--- src/rtl/spi_pkg.sv ---
// Shared definitions for the DSD1792 SPI configuration sequencer: transfer
// widths, request field positions and FSM state encodings.
package spi_pkg;

  localparam int REQ_W  = 35;
  localparam int RESP_W = 32;

  localparam int ISREAD_BIT     = 34;
  localparam int ADDR_BYTES_BIT = 33;
  localparam int DATA_BYTES_BIT = 32;
  localparam int ADDR_HI        = 31;
  localparam int ADDR_LO        = 16;
  localparam int DATA_HI        = 15;
  localparam int DATA_LO        = 0;

  // S_NEXT is the one-cycle step that decides between the next init entry and idle.
  localparam logic [2:0] S_INIT_LOAD = 3'd0;
  localparam logic [2:0] S_ISSUE     = 3'd1;
  localparam logic [2:0] S_WAIT_RESP = 3'd2;
  localparam logic [2:0] S_RETURN    = 3'd3;
  localparam logic [2:0] S_IDLE      = 3'd4;
  localparam logic [2:0] S_NEXT      = 3'd5;

  function automatic logic [RESP_W-1:0] timeout_resp(input logic [REQ_W-1:0] r);
    return {r[ADDR_HI:ADDR_LO], 16'hFFFF};
  endfunction

endpackage

--- src/rtl/spi_config_sequencer.sv ---
// Sequences the SPI master for DSD1792 register access: replays an external
// init table after reset, then serves a single host port one transaction at a time.
module spi_config_sequencer
  import spi_pkg::*;
#(
  parameter int NUM_INIT       = 4,
  parameter int TIMEOUT_CYCLES = 4096
) (
  input  logic              clk,
  input  logic              reset,

  input  logic              host_req_valid,
  output logic              host_req_ready,
  input  logic [REQ_W-1:0]  host_req_data,

  output logic              host_resp_valid,
  input  logic              host_resp_ready,
  output logic [RESP_W-1:0] host_resp_data,

  output logic              spi_req_valid,
  input  logic              spi_req_ready,
  output logic [REQ_W-1:0]  spi_req_data,

  input  logic              spi_resp_valid,
  output logic              spi_resp_ready,
  input  logic [RESP_W-1:0] spi_resp_data,

  output logic [7:0]        init_index,
  input  logic [REQ_W-1:0]  init_entry,
  output logic              init_done,
  output logic              timeout_err
);

  localparam int               TMO_W    = $clog2(TIMEOUT_CYCLES + 1);
  localparam logic [TMO_W-1:0] TMO_LAST = TMO_W'(TIMEOUT_CYCLES - 1);
  localparam logic [7:0]       LAST_IDX = (NUM_INIT == 0) ? 8'd0 : 8'(NUM_INIT - 1);

  logic [2:0]       state;
  logic [REQ_W-1:0] req;
  logic             from_init;
  logic [TMO_W-1:0] tmo_cnt;

  assign host_req_ready = (state == S_IDLE);
  assign spi_resp_ready = (state != S_RETURN);
  assign spi_req_data   = req;

  always_ff @(posedge clk) begin
    if (reset) begin
      state           <= S_INIT_LOAD;
      init_index      <= 8'd0;
      init_done       <= 1'b0;
      timeout_err     <= 1'b0;
      spi_req_valid   <= 1'b0;
      host_resp_valid <= 1'b0;
      host_resp_data  <= '0;
      req             <= '0;
      from_init       <= 1'b1;
      tmo_cnt         <= '0;
    end else begin
      case (state)
        S_INIT_LOAD: begin
          if (NUM_INIT == 0) begin
            init_done <= 1'b1;
            state     <= S_IDLE;
          end else begin
            req           <= init_entry;
            from_init     <= 1'b1;
            spi_req_valid <= 1'b1;
            state         <= S_ISSUE;
          end
        end

        S_IDLE: begin
          if (host_req_valid) begin
            req           <= host_req_data;
            from_init     <= 1'b0;
            spi_req_valid <= 1'b1;
            state         <= S_ISSUE;
          end
        end

        S_ISSUE: begin
          if (spi_req_ready) begin
            spi_req_valid <= 1'b0;
            if (req[ISREAD_BIT]) begin
              tmo_cnt <= '0;
              state   <= S_WAIT_RESP;
            end else begin
              state <= S_NEXT;
            end
          end
        end

        // A response that arrives on the deadline cycle wins over the timeout.
        S_WAIT_RESP: begin
          tmo_cnt <= tmo_cnt + 1'b1;
          if (spi_resp_valid) begin
            host_resp_data <= spi_resp_data;
            if (from_init) begin
              state <= S_NEXT;
            end else begin
              host_resp_valid <= 1'b1;
              state           <= S_RETURN;
            end
          end else if (tmo_cnt == TMO_LAST) begin
            timeout_err    <= 1'b1;
            host_resp_data <= timeout_resp(req);
            if (from_init) begin
              state <= S_NEXT;
            end else begin
              host_resp_valid <= 1'b1;
              state           <= S_RETURN;
            end
          end
        end

        S_RETURN: begin
          if (host_resp_ready) begin
            host_resp_valid <= 1'b0;
            state           <= S_IDLE;
          end
        end

        S_NEXT: begin
          if (!from_init) begin
            state <= S_IDLE;
          end else if (init_index == LAST_IDX) begin
            init_done <= 1'b1;
            state     <= S_IDLE;
          end else begin
            init_index <= init_index + 8'd1;
            state      <= S_INIT_LOAD;
          end
        end

        default: state <= S_INIT_LOAD;
      endcase
    end
  end

endmodule

--- config.mk ---
export PLATFORM = sky130hd
export DESIGN_NAME = spi_config_sequencer
export DESIGN_NICKNAME = d
export VERILOG_FILES = /design/src/rtl/spi_pkg.sv /design/src/rtl/spi_config_sequencer.sv
export SDC_FILE = /design/constraint.sdc
export NUM_CORES = 1
export LEC_CHECK = 0
export ABC_AREA = 1
export CORE_ASPECT_RATIO = 1.5
export CORE_MARGIN = 1.5
export CORE_UTILIZATION = 25
export CTS_BUF_LIST = sky130_fd_sc_hd__clkbuf_4 sky130_fd_sc_hd__clkbuf_8
export CTS_CLUSTER_DIAMETER = 100
export DETAILED_ROUTE_END_ITERATION = 8
export MAX_ROUTING_LAYER = met4
export RECOVER_POWER = 25
export SETUP_SLACK_MARGIN = 0.4
export SYNTH_ARGS = -nofsm -noshare
export SYNTH_HDL_FRONTEND = slang
export SYNTH_SLANG_ARGS = --single-unit
--- constraint.sdc ---
create_clock -name clk -period 1.96 [get_ports clk]
set_input_delay 0.49 -clock clk [delete_from_list [all_inputs] [get_ports clk]]
set_output_delay 0.49 -clock clk [all_outputs]
set_load 0.1 [all_outputs]
==> results.md, run 1 <==
- Via Count: 4,854
- Crit Path Category: register to primary output
- Clk_lat worst skew: 0.38 ns
- Pins Over Slew Limit: 0
- Failing checks: design-rule violations
- Synth area leader: dfxtp_1
- Routed WL: 15,610 microns
- Pwr per Cell Area: 1534 nW/um^2
- WL/cell: 14.80 microns
- Netlist cell types: 33
- RSZ-0062 raised after global routing: true
- DR pass1 iterations: 6
- Die X: 112.3 microns
- First-pass GRT wire length: 24,830 microns
- Actual slew at the worst max-slew pin: 0.6642 ns
- Register bit total from synthesis: 96
- Syn Inst Count: 634
- DRC Markers: 5
- Slew HR: 55.72%
- Status: finished, violations left
- CTS Buf Count: 9
- Top-count cell post-synth: nand2_1
- Largest net degree at the start of global routing: 43
- Die height: 166.9 microns
- Crit path time final: 1.795 ns
- Global Route Usage Sum: 17.21%
- Worst-path cell chain: inv_4, nand2_1, nor2_4, clkinvlp_4, buf_12
- Final Util: 44.84%
- Syn Nets: 744
- Total gr overflow: 0
- EDFF count, synth: 0
- Fillcell total: 1,734
- Critical path startpoint category: register
- Htree depth: 3
- Static leakage: 3.306 nW
- Largest stage delay on the critical path: 0.35 ns
- Tcrit/Tclk final: 91.60%
- Final Skew: 0.01479 ns
- Area growth from synthesis to layout: 74.48%
- Synth area leaders: dfxtp_1 (43%), nand2_1 (13%), a21oi_1 (7.5%)
- Vias in the first global route: 4,673
- Starting Density: 25.70%
- Top post-synthesis cells by count: nand2_1 (161), dfxtp_1 (96), inv_1 (70), a21oi_1 (67), nand3_1 (45)
- PortBufs: 188
- Syn avg cell area: 7.061 sq um
- Clock-pin transition on the worst setup and hold timing paths: 0.10 ns
- Row count: 59
- Initial antenna violation count: 1
- DP HPWL: 11,450 microns
- CTS tree: yes
- Final setup fails: 0
- Critical path arrival: 1.31 ns
- Async SR Flop Fraction: 0%
- Core area: 17,420 sq um
- CP Capture Type: primary output
- CP max FO: 2
- Nets: 946
- Hold Crit Class: register to register
- Synth top area share: 42.93%
- Num ports: 189
- Worst path slowest cell: dfxtp_1
- CTS root buf: clkbuf_8
- Via density: 4.601
- Routability cong.: 0.8457
- DRT antenna net count: 0
- Yosys warns: 0
- Total of max-cap violations: 0
- Clock sink count: 96
- TNS Setup: 0 ns
- Synth Flop Type: dfxtp_1
- Peak Freq: 557.0 MHz
- Required @ worst endpoint: 1.47 ns
- Iteration-0 DRC Markers: 177
- Clock Tree Buf Depth: 2
- IR drop worst, VDD: 1235 uV
- Layout cell share with drive strength beyond 1: 21.76%
- Die Footprint: 18,740 sq um
- Synthesized area: 4477 sq um
- Hold Violations, Final: 0
- Register area share after synthesis: 42.93%
## metrics by stage
stage | cells | hold WS [ns] | worst slack, ns | instance area [sq um] | total power [mW]
global placement | 1020 | 0.4604 | 0.1450 | 7536 | 10.73
detailed placement | 1020 | 0.4788 | 0.1230 | 7536 | 10.76
global route | 1055 | 0.4942 | 0.09780 | 7811 | 12.57
floorplan | 634 | 0.4507 | 0.1842 | 4523 | 7.699
CTS | 1048 | 0.4930 | 0.1982 | 7881 | 12.28
finish | 1055 | 0.4709 | 0.1647 | 7811 | 11.98
## critical path, delay by kind of cell, from the launching register on
| family | cells | cell delay (ns) |
|---|---|---|
| flip-flops | 1 | 0.35 |
| buffers and inverters | 3 | 0.35 |
| AND/OR/NAND/NOR | 2 | 0.23 |
## registers in the layout, indices dropped and copies added, names as in the netlist
register and cells:
state 3, tmo_cnt 13, spi_req_data 35, init_done 1
init_index 8, host_resp_valid 1, host_resp_data 32, from_init 1
timeout_err 1, spi_req_valid 1
## where the power goes
| part | switching (mW) | internal (mW) |
|---|---|---|
| Clock | 0.738 | 0.529 |
| Combinational | 5.07 | 2.60 |
| Sequential | 0.573 | 2.47 |
| Total | 6.39 | 5.60 |
## cells in the final DEF, fill, tap and decap left out, drive strengths merged, types with 7 or more instances in the layout
cell,count
nand4,7
dfxtp,96
o21ai,39
o211ai,23
clkdlybuf4s50,107
inv,72
o22ai,28
buf,101
nand3,47
nand2,166
a21oi,67
nor2,29
clkbuf,30
## final timing paths
| check | startpoint | end | slack, ns | depth (start not counted) |
|---|---|---|---|---|
| worst max-delay path | state[2] | spi_resp_ready | 0.16 | 5 |
| worst min-delay path | host_resp_data[30] | host_resp_data[30] | 0.47 | 2 |
| worst max register to register | state[0] | spi_req_data[21] | 0.24 | 7 |
| worst min register to register | host_resp_data[30] | host_resp_data[30] | 0.47 | 2 |
## cells by family (layout without fill, tap and decap cells)
logic type                 count (synthesis)  count (layout)  synth area share, %
and+or+nand+nor                          261             262                25.32
AOI/OAI and AO/OA                        162             162                20.43
DFF                                       96              96                42.93
adders and majority gates                  2               2               0.5589
xor gates and xnor gates                   2               2               0.3914
buffers and inverters                    111             317                10.37
other                                      0               1                    0
## area by class of cell
class                   instances  area [sq um]  area share, %
repair buffers                226          2898          37.10
multi-input cells             428          2207          28.26
flip-flops and latches         96          1956          25.04
inverters                      75         299.0          3.828
well taps                     213         266.5          3.412
clock buffers                  12         152.6          1.954
clock inverters                 4         30.03         0.3844
diodes                          1         2.502        0.03204
## metal layers
layer  vias to the layer above  GRT usage [%]  part of all wire (%)
met5                         -              -                     0
met4                         0          5.338                   1.7
met3                        15          2.948                   4.9
met2                       141          29.98                    53
met1                      2191          20.11                    40
li1                       2507              -                     -
## repair_timing
action                     4_1_cts  5_1_grt
hold buffers                     0        0
pin swaps                        7        6
gates resized for setup         21       24
setup buffers                   11        5
setup endpoints to repair       48       57
gates cloned                     1        1
No activity file was read; power rests on OpenSTA's default activity.
==> run 2: changes to the inputs <==
--- a/config.mk
+++ b/config.mk
@@ -6,6 +6,7 @@
 export NUM_CORES = 1
 export LEC_CHECK = 0
 export ABC_AREA = 1
+export CAP_MARGIN = 20
 export CORE_ASPECT_RATIO = 1.5
 export CORE_MARGIN = 1.5
 export CORE_UTILIZATION = 25
==> constraint.sdc (replaced) <==
create_clock -name clk -period 1.5 [get_ports clk]
set_input_delay 0.375 -clock clk [delete_from_list [all_inputs] [get_ports clk]]
set_output_delay 0.375 -clock clk [all_outputs]
set_load 0.1 [all_outputs]
==> run 2 against run 1 <==
The run ends with negative setup slack left. Clock skew is 0.0027 ns higher. Power is 60% higher. Via count up 11%. Global-route usage up 1.4 points. Final area rose by 23%. Clock-buffer cell count is 2 lower. Non-clock buffer count grew 94. Clock power up 39%. Sequential share of layout area shrank 2.9 points. Critical endpoint unchanged. Largest cell class unchanged. Highest routed layer unchanged.
==> results.md, run 2 (same netlist as run 1, synthesis figures left out) <==
- Num ports: 189
- First-pass GRT wire length: 26,830 microns
- Fillcell total: 1,552
- Largest stage delay on the critical path: 0.38 ns
- Layout cell share with drive strength beyond 1: 46.74%
- WL/cell: 16.08 microns
- Global Route Usage Sum: 18.62%
- Most frequent cells in the layout: nand2_1 (120), clkdlybuf4s50_1 (107), buf_4 (92)
- Iteration-0 DRC Markers: 218
- Min-delay src: tmo_cnt[7]
- Static leakage: 4.100 nW
- Core area: 17,420 sq um
- Starting Density: 25.70%
- Total gr overflow: 0
- Clock Tree Buf Depth: 2
- Internal power: 9.565 mW
- Area growth from synthesis to layout: 114.1%
- Most common library cell in the layout ignoring fill and taps: nand2_1
- Htree depth: 3
- Max reg flops: 35
- Pwr per Cell Area: 2007 nW/um^2
- Comb power frac: 70.1%
- Largest net degree at the start of global routing: 42
- Clock-pin transition on the worst setup and hold timing paths: 0.10 ns
- Power share of the sequential group: 20.7%
- Final Util: 55.02%
- Peak Freq: 590.6 MHz
- RSZ-0062 raised after global routing: true
- IR drop worst, VDD: 1711 uV
- Hold EP: tmo_cnt[7]
- CP Capture Type: primary output
- Hold Crit Class: register to register
- Final setup fails: 59
- Worst setup margin: -0.1932 ns
- Die height: 166.9 microns
- CTS tree: yes
- DRT antenna net count: 0
- Critical path arrival: 1.32 ns
- Die X: 112.3 microns
- Final Skew: 0.01748 ns
- Via Count: 5,390
- Hold WS: 0.4858 ns
- Switching part of the total: 50.27%
- Worst reg2reg path startpoint: state[0]
- DRC Markers: 0
- PortBufs: 188
- Tcrit/Tclk final: 112.9%
- Worst path slowest cell: dfxtp_2
- R2R setup slack: -0.09 ns
- Routability cong.: 0.8227
- Clk network pwr share: 9.2%
- Psw: 9.669 mW
- R2r worst-path depth: 9
- Slew HR: 81.38%
- Critical path startpoint category: register
- Pins Over Slew Limit: 0
- Crit Path Category: register to primary output
- Total of max-cap violations: 0
- Status: finished, violations left
- CTS Buf Count: 9
- Row count: 59
- Via density: 4.683
- Post-CTS Hold Buffers: 0
- DP HPWL: 11,690 microns
- Vias in the first global route: 5,288
- Routed WL: 18,500 microns
- Initial antenna violation count: 1
- Crit path time final: 1.693 ns
- Clk_lat worst skew: 0.38 ns
- CTS root buf: clkbuf_8
- Required @ worst endpoint: 1.12 ns
- Clock sink count: 96
- DR pass1 iterations: 7
- Die Footprint: 18,740 sq um
- Worst slack, placed: -0.2237 ns
- CP max FO: 2
- Failing checks: negative setup slack
- Actual slew at the worst max-slew pin: 0.2787 ns
- WHS Path Cells: 2
- Hold Violations, Final: 0
- Nets: 1,042
- Reg2reg end: spi_req_data[34]
- Worst-path cell chain: buf_6, nand2_8, nor2_4, clkinvlp_4, buf_12
run 2: final cells by class:
| class | count | area (sq um) | area share [%] |
|---|---|---|---|
| inverters | 75 | 312.8 | 3.263 |
| well taps | 213 | 266.5 | 2.780 |
| clock inverters | 6 | 56.30 | 0.5874 |
| diodes | 1 | 2.502 | 0.02611 |
| multi-input cells | 430 | 2709 | 28.26 |
| flip-flops and latches | 96 | 2121 | 22.13 |
| repair buffers | 320 | 3980 | 41.52 |
| clock buffers | 10 | 137.6 | 1.436 |
run 2: worst max-delay path by stage:
stage / slack, ns / cells past startpoint / end / start
global placement: -0.19 / 7 / host_resp_data[9] / spi_resp_valid
finish: -0.19 / 5 / spi_resp_ready / state[1]
global route: -0.24 / 5 / spi_resp_ready / state[1]
floorplan: -0.27 / 9 / state[2] / state[2]
CTS: -0.20 / 5 / spi_resp_ready / state[1]
detailed placement: -0.22 / 7 / host_resp_data[8] / spi_resp_valid
run 2: repair_timing:
| item | in CTS | in global routing |
|---|---|---|
| setup endpoints to repair | 175 | 177 |
| pin swaps | 23 | 22 |
| gates cloned | 9 | 6 |
| resized for setup | 91 | 124 |
| setup buffers | 56 | 23 |
run 2: power groups by stage:
stage	clock network [mW]	registers (mW)	logic (mW)
after floorplan	0	8.02	2.45
after global placement	0	4.19	10.4
after detailed placement	0	4.20	10.4
after CTS	1.83	4.10	12.4
after global routing	1.92	4.07	14.0
final	1.77	3.98	13.5
run 2: critical path: cells and delay by family, from the launching register on:
family	cells	cell delay, ns
buffers and inverters	3	0.42
and+or+nand+nor	2	0.15
DFF	1	0.38
run 2: through the flow:
step | setup TNS [ns] | instances | power [mW] | cell area [sq um]
after floorplan | -0.9937 | 634 | 10.48 | 4770
after global placement | -11.77 | 1040 | 14.56 | 7888
after detailed placement | -12.62 | 1040 | 14.61 | 7888
after CTS | -2.085 | 1121 | 18.30 | 9071
after global routing | -7.134 | 1151 | 20.02 | 9585
final | -2.615 | 1151 | 19.23 | 9585
run 2: metal layers:
metal / part of all wire (%) / global-route usage (%) / up-vias / wire length [microns]
li1: - / - / 2712 / -
met1: 36 / 18.64 / 2492 / 6733
met2: 55 / 34.49 / 153 / 10240
met3: 4.8 / 4.403 / 33 / 880
met4: 3.5 / 7.320 / 0 / 649
met5: 0 / - / - / 0
==> run 3: changes to the inputs <==
--- a/config.mk
+++ b/config.mk
@@ -6,6 +6,7 @@
 export NUM_CORES = 1
 export LEC_CHECK = 0
 export ABC_AREA = 1
+export ABC_CLOCK_PERIOD_IN_PS = 1750
 export CAP_MARGIN = 20
 export CORE_ASPECT_RATIO = 1.5
 export CORE_MARGIN = 1.5
@@ -13,6 +14,7 @@
 export CTS_BUF_LIST = sky130_fd_sc_hd__clkbuf_4 sky130_fd_sc_hd__clkbuf_8
 export CTS_CLUSTER_DIAMETER = 100
 export DETAILED_ROUTE_END_ITERATION = 8
+export GPL_TIMING_DRIVEN = 0
 export MAX_ROUTING_LAYER = met4
 export RECOVER_POWER = 25
 export SETUP_SLACK_MARGIN = 0.4
==> constraint.sdc (replaced) <==
create_clock -name clk -period 1.75 [get_ports clk]
set_input_delay 0.4375 -clock clk [delete_from_list [all_inputs] [get_ports clk]]
set_output_delay 0.4375 -clock clk [all_outputs]
set_load 0.1 [all_outputs]
==> run 3 against run 2 <==
The run still ends with negative setup slack left. Register-to-register slack improved by 0.20 ns. Non-clock buffer count grew 9. First-iteration DRC count rose by 9.6%. Power shrank 15%. Combinational power fell by 17%. Routed wire length grew 8.9%. Utilization rose by 0.70 points. Die area stayed put. Largest cell class unchanged.
==> results.md, run 3 (same netlist as run 1, synthesis figures left out) <==
- Switching part of the total: 51.38%
- Core area: 17,420 sq um
- RSZ-0062 raised after global routing: true
- First-pass GRT wire length: 28,970 microns
- Routability cong.: 0.9248
- Crit Path Category: register to primary output
- Global Route Usage Sum: 20.11%
- Initial antenna violation count: 0
- Post-CTS Hold Buffers: 0
- Slew HR: 40.23%
- Worst path slowest cell: dfxtp_4
- Clock Tree Buf Depth: 2
- Most frequent cells in the layout: clkdlybuf4s50_1 (105), nand2_1 (96), buf_4 (70)
- Internal power: 7.949 mW
- Comb power frac: 68.5%
- Seq. cell area: 2172 sq um
- Nets: 1,049
- CTS tree: yes
- Multi-input gate area in the final layout: 3100 sq um
- TNS Setup: -0.03013 ns
- Static leakage: 4.073 nW
- Routed WL: 20,150 microns
- Htree depth: 3
- Die height: 166.9 microns
- Row count: 59
- DRC Markers: 0
- Clock sink count: 96
- Hold Crit Class: register to register
- Fillcell total: 1,487
- WL/cell: 17.41 microns
- Critical path startpoint category: register
- Critical path arrival: 1.33 ns
- Crit path time final: 1.771 ns
- Hold Violations, Final: 0
- Status: finished, violations left
- Pins Over Slew Limit: 0
- Pwr per Cell Area: 1684 nW/um^2
- Final Cell Area: 9708 sq um
- Layout cell share with drive strength beyond 1: 55.40%
- DRT antenna net count: 0
- Antenna diodes: 0
- Peak Freq: 564.6 MHz
- Iteration-0 DRC Markers: 239
- Starting Density: 25.70%
- Failing checks: negative setup slack
- PortBufs: 186
- CP max FO: 3
- Clk_lat worst skew: 0.38 ns
- Largest net degree at the start of global routing: 17
- Final Util: 55.72%
- Placement Cell Area: 6808 sq um
- Die X: 112.3 microns
- Via Count: 5,608
- DR pass1 iterations: 7
- Final setup fails: 2
- DP HPWL: 12,420 microns
- Required @ worst endpoint: 1.31 ns
- Via density: 4.847
- IR drop worst, VDD: 1647 uV
- CTS root buf: clkbuf_8
- Worst Path Buf+Inv: 4
- CTS Buf Count: 9
- Final Skew: 0.01443 ns
- CP Capture Type: primary output
- Max reg flops: 35
- Hold WS: 0.4840 ns
- Delay-heaviest family, CP: buffers and inverters
- Total gr overflow: 0
- Clock-pin transition on the worst setup and hold timing paths: 0.10 ns
- Vias in the first global route: 5,333
- Largest stage delay on the critical path: 0.38 ns
- Die Footprint: 18,740 sq um
- Most common library cell in the layout ignoring fill and taps: clkdlybuf4s50_1
- Tcrit/Tclk final: 101.2%
- Actual slew at the worst max-slew pin: 0.8966 ns
- Power share of the sequential group: 21.1%
- Area growth from synthesis to layout: 116.9%
- Worst setup margin: -0.02124 ns
- Most common cell on crit path: buf_12
- Worst-path cell chain: inv_4, nand2_4, nor2_4, buf_6, buf_12, buf_12
- Clk network pwr share: 10.4%
- Total of max-cap violations: 0
- Psw: 8.399 mW
- Num ports: 189
-- run 3: area by class of cell --
class                      instances  share of cell area, %
sequential                        96                  22.37
clock buffer                      10                  1.353
buffer                            36                  3.776
tap                              213                  2.745
inverter                          75                  3.171
clock inverter                     6                 0.9537
timing repair buffer             293                  33.69
multi-input combinational        428                  31.94
-- run 3: final timing paths --
kind / cells after the start / from / slack, ns / endpoint
worst max-delay path: 6 / state[1] / -0.02 / host_req_ready
worst min-delay path: 2 / host_resp_data[20] / 0.48 / host_resp_data[20]
worst min register to register: 2 / host_resp_data[20] / 0.48 / host_resp_data[20]
worst max register to register: 9 / state[0] / 0.11 / host_resp_data[7]
-- run 3: per-stage QoR --
stage	power, mW	setup slack [ns]	instances
2_1_floorplan	8.788	-0.02578	634
3_5_place_dp	10.79	-0.8433	1033
6_report	16.35	-0.02124	1157
5_1_grt	16.94	-0.06789	1157
4_1_cts	15.78	-0.04318	1107
3_3_place_gp	10.78	-0.8571	1033
-- run 3: repair_timing --
| item | CTS | global route |
|---|---|---|
| resized for setup | 916 | 222 |
| cloned | 7 | 5 |
| endpoints found under the setup margin | 170 | 174 |
| pin swaps | 54 | 91 |
| endpoints found under the hold margin | 0 | 0 |
| setup buffers | 51 | 45 |
-- run 3: layer usage --
| layer | vias up | track usage (%) | wire length [microns] |
|---|---|---|---|
| met5 | - | - | 0 |
| met4 | 0 | 7.100 | 551 |
| met3 | 36 | 2.293 | 658 |
| met2 | 166 | 37.56 | 11420 |
| met1 | 2682 | 21.74 | 7518 |
| li1 | 2724 | - | - |
-- run 3: worst min-delay path, cell delays in order, from the launching register on --
cell     delay [ns]
dfxtp_4        0.37
nand2_4        0.05
a21oi_2        0.03
-- run 3: power by group through the flow --
| stage | Sequential [mW] | Clock (mW) | Combinational [mW] |
|---|---|---|---|
| after detailed placement | 3.33 | 0 | 7.46 |
| after global routing | 3.51 | 1.80 | 11.6 |
| after floorplan | 6.86 | 0 | 1.92 |
| after CTS | 3.56 | 1.72 | 10.5 |
| after global placement | 3.33 | 0 | 7.45 |
| final | 3.45 | 1.69 | 11.2 |
==> patch 1 (config.mk and constraints of run 3) <==
Put one more register stage on the output `timeout_err`, cleared by the reset. The value now appears one clock later. The other outputs are not delayed to match.
--- a/src/rtl/spi_config_sequencer.sv
+++ b/src/rtl/spi_config_sequencer.sv
@@ -36,4 +36,6 @@
   localparam logic [7:0]       LAST_IDX = (NUM_INIT == 0) ? 8'd0 : 8'(NUM_INIT - 1);
 
+  logic timeout_err_s0;
+
   logic [2:0]       state;
   logic [REQ_W-1:0] req;
@@ -50,5 +52,5 @@
       init_index      <= 8'd0;
       init_done       <= 1'b0;
-      timeout_err     <= 1'b0;
+      timeout_err_s0  <= 1'b0;
       spi_req_valid   <= 1'b0;
       host_resp_valid <= 1'b0;
@@ -104,5 +106,5 @@
             end
           end else if (tmo_cnt == TMO_LAST) begin
-            timeout_err    <= 1'b1;
+            timeout_err_s0 <= 1'b1;
             host_resp_data <= timeout_resp(req);
             if (from_init) begin
@@ -139,4 +141,12 @@
   end
 
+  always_ff @(posedge clk) begin
+    if (reset) begin
+      timeout_err <= '0;
+    end else begin
+      timeout_err <= timeout_err_s0;
+    end
+  end
+
 endmodule
 
Function: same outputs for any inputs over 4 cycles, from zero or initial values and one cycle with reset high; that may be too few to reach the edited logic, so the function may still have changed.
==> patch 1 against run 3 <==
Total power fell by 11%; routed wire length fell by 4.9%; critical path depth did not move; synthesized area rose by 2.2%; sequential cell count rose by 1; the run still ends with setup timing left; global-route usage barely moved; design area fell by 6.8%; setup slack improved by 0.012 ns.
==> patch 1: results <==
metrics = {
    "run_status": {
        "status": "complete, but fails checks",
        "violations": "setup timing",
    },
    "sta": {
        "tightestPinTransition_ns": 0.766,
        "setup_ws_ns": -0.00877,
        "skew_ns": 0.0153,
        "finalSetupViolations": 2,
        "tns_ns": -0.00995,
    },
    "finish": {
        "diodes": 0,
        "largest_reg_flops": 35,
        "fillCellCount": 1678,
        "stdcell_count": 1147,
        "fin_nets": 1035,
        "layout-drive-gt1-share_pct": 49.2,
    },
    "synth": {
        "synthArstFlopShare_pct": 0,
        "syn-num-nets": 759,
        "synth_edf_count": 0,
        "synthDistinctLibCells": 33,
        "yosysWarnings": 0,
        "synth_commonest_cells": "nand2_1, dfxtp_1, nand3_1",
        "ys_top_cells_by_area": "dfxtp_1, nand2_1, nand3_1, o211ai_1, inv_1",
        "syn_inst": 649,
        "ys_seq_area_share_pct": 42.4,
    },
    "clock_tree": {
        "clkSlewWorstSetupHoldPaths_ns": 0.10,
        "cts_made_buffers": 9,
        "cts_max_path_buffers": 2,
        "cts-root-buf": "clkbuf_8",
        "clock_latency_ns": 0.38,
        "htree_levels": 3,
    },
    "critical_path": {
        "reg2regPathDepth": 13,
        "critPathMaxStageDelay_ns": 0.35,
        "critPathSlowestCell": "dfxtp_2",
        "cp.arrival_ns": 1.32,
        "cp_max_fo": 3,
    },
    "routing": {
        "via_per_inst": 4.70,
        "drc": 0,
        "wire_per_inst_um": 16.7,
        "drt_iter0_markers": 163,
        "dr.pass1.iters": 5,
    },
    "placed_design": {
        "gp_congestion": 0.854,
        "io_buffers": 187,
        "dp_hpwl_mm": 12.3,
        "placed_cell_area_sq_mm": 0.00700,
        "pre_cts_slack_ns": -0.762,
    },
    "power_and_ir_drop": {
        "ir_drop_mv": 1.63,
        "p_leak_nw": 4.00,
    },
    "min_path": {
        "whs_path_depth": 2,
        "holdCritPathClass": "register to register",
    },
    "grt": {
        "grt_usage_pct": 20.1,
        "antenna_found_initial": 0,
        "grt_pass1_wl_mm": 29.0,
        "grt_max_degree": 18,
    },
}
==> patch 1: cell count changes after synthesis, sizes merged, moves of 15 or more <==
cell | run 3 | this run
o22ai | 28 | 1
o21bai | 3 | 18
a21oi | 67 | 20
and3 | 2 | 17
inv | 74 | 89
==> patch 1: final cells by class <==
cell class / count / area (sq um) / share of cell area, %
buffer: 35 / 353 / 3.90
clock buffer: 11 / 145 / 1.60
clock inverter: 5 / 62.6 / 0.691
inverter: 89 / 349 / 3.86
multi-input combinational: 431 / 2780 / 30.8
sequential: 97 / 2150 / 23.8
tap: 217 / 272 / 3.00
timing repair buffer: 262 / 2930 / 32.4
==> patch 1: layer usage <==
layer  global-route usage (%)  up-vias  part of all wire (%)
met1                     21.5     2541                    37
li1                         -     2662                     -
met2                     37.6      163                    56
met3                     2.47       29                   3.8
met5                        -        -                     0
met4                     7.07        0                   2.9
==> patch 1: timing repair <==
| action | CTS | global route |
|---|---|---|
| endpoints found under the setup margin | 178 | 176 |
| setup buffers | 45 | 16 |
| cloned | 15 | 2 |
| pin swaps | 68 | 47 |
| gates resized for setup | 934 | 78 |
==> patch 1: kinds of logic (layout without fill, tap and decap cells) <==
| group | after synthesis | count (layout) | share of synthesized area (%) |
|---|---|---|---|
| adder cells (fa/ha/maj) | 2 | 2 | 0.547 |
| buffers and inverters | 124 | 402 | 11.3 |
| AND/OR/NAND/NOR | 304 | 307 | 29.0 |
| XOR/XNOR | 2 | 2 | 0.383 |
| AO/OA/AOI/OAI | 120 | 120 | 16.3 |
| flip-flops | 97 | 97 | 42.4 |
==> patch 1: critical path, delay by kind of cell, from the launching register on <==
| family | cells | cell delay (ns) |
|---|---|---|
| buf+inv | 4 | 0.44 |
| simple gates | 2 | 0.15 |
| flops | 1 | 0.35 |
==> patch 1: path summary, 6_finish.rpt <==
path / from / to / slack [ns]
worst max-delay path: state[0]$_SDFFE_PP0P_ / host_req_ready / -0.009
worst min-delay path: host_resp_valid$_SDFFE_PP0P_ / host_resp_valid$_SDFFE_PP0P_ / 0.44
worst max register to register: state[0]$_SDFFE_PP0P_ / host_resp_data[6]$_SDFFE_PP0P_ / 0
worst min register to register: host_resp_valid$_SDFFE_PP0P_ / host_resp_valid$_SDFFE_PP0P_ / 0.44
==> patch 1: report_power, final <==
group	switching, mW	internal, mW	total (mW)
logic	6.31	3.31	9.62
clock network	0.893	0.730	1.62
registers	0.480	2.91	3.39
==> patch 1: metrics by stage <==
step | util [%] | total power, mW | hold WS, ns
floorplan | - | 8.84 | 0.410
global placement | 39.0 | 10.7 | 0.435
detailed placement | 39.0 | 10.8 | 0.436
CTS | 51.1 | 15.4 | 0.455
global route | 50.4 | 15.2 | 0.463
finish | 50.4 | 14.6 | 0.444
==> patch 2 (settings of run 3) <==
Without the edit above. `REQ_W`: 35 -> 39.
--- a/src/rtl/spi_pkg.sv
+++ b/src/rtl/spi_pkg.sv
@@ -3,5 +3,5 @@
 package spi_pkg;
 
-  localparam int REQ_W  = 35;
+  localparam int REQ_W  = 39;
   localparam int RESP_W = 32;
 
Ports: changed (resized host_req_data, init_entry and spi_req_data); port bits go from 189 to 201. No check against the original RTL was run, so the function may have changed too.
==> patch 2 against run 3 <==
Total power shrank 7.4%; count of clock-buffer cells in the layout shrank 1; routed wire length shrank 3.0%; synthesized area grew 11%; worst hold slack lost 0.084 ns; critical path type unchanged; setup slack lost 0.0032 ns; sequential cell count grew 4; via count grew 2.7%; the run still ends with setup timing left; combinational power shrank 11%; design area shrank 1.1%.
==> patch 2: results <==
metrics = {
    "finish": {
        "clkCellAreaFrac_pct": 2.14,
        "seq_area_share_pct": 23.3,
        "inverters": 105,
        "fillCellCount": 1844,
        "stdcell_count": 1265,
    },
    "synth": {
        "synthXorXnorAreaFrac_pct": 0.529,
        "ys_top_cells_by_area": "dfxtp_1, nand2_1, nand3_1, inv_1, o211ai_1",
        "synthDistinctLibCells": 37,
        "synth-compound-area-share_pct": 15.3,
    },
    "sta": {
        "finalSetupViolations": 1,
        "setup_ws_ns": -0.0245,
        "max_slew_margin_pct": 47.5,
    },
    "placed_design": {
        "dp_hpwl_mm": 13.1,
        "io_buffers": 198,
        "post-place-cells": 1168,
        "gp_congestion": 0.869,
    },
    "power_and_ir_drop": {
        "ir_drop_mv": 1.33,
        "powerClk_mw": 1.61,
    },
    "run_status": {
        "status": "complete, but fails checks",
        "violations": "setup timing",
    },
    "routing": {
        "m1WireLength_mm": 7.79,
        "wire_per_inst_um": 15.4,
        "drt_iter0_markers": 249,
    },
    "critical_path": {
        "path_delay_family": "flip-flops",
    },
    "clock_tree": {
        "post_cts_buffers": 38,
    },
    "min_path": {
        "holdCritPathClass": "input port to register",
    },
}
-- patch 2: cell types whose count changed in the layout (fill, tap and decap cells not counted), moves of 13 or more --
| cell | delta |
|---|---|
| inv_1 | +29 |
| a21oi_2 | -18 |
| nand3_1 | +35 |
| clkbuf_4 | +13 |
| nand2_1 | +79 |
| o211ai_1 | +21 |
| o22ai_4 | -14 |
| nand2_2 | -19 |
| buf_6 | -18 |
| o21ai_0 | -22 |
-- patch 2: worst max path at each step --
stage,startpoint,to,slack (ns),depth (start not counted)
after floorplan,state[2]$_SDFFE_PP0P_,state[0]$_SDFFE_PP0P_,-0.03,9
after global placement,state[0]$_SDFFE_PP0P_,host_req_ready,-0.78,5
after detailed placement,state[0]$_SDFFE_PP0P_,host_req_ready,-0.77,5
after CTS,state[1]$_SDFFE_PP0P_,host_req_ready,-0.08,5
after global routing,state[0]$_SDFFE_PP0P_,host_req_ready,-0.1,5
final,state[0]$_SDFFE_PP0P_,host_req_ready,-0.02,5
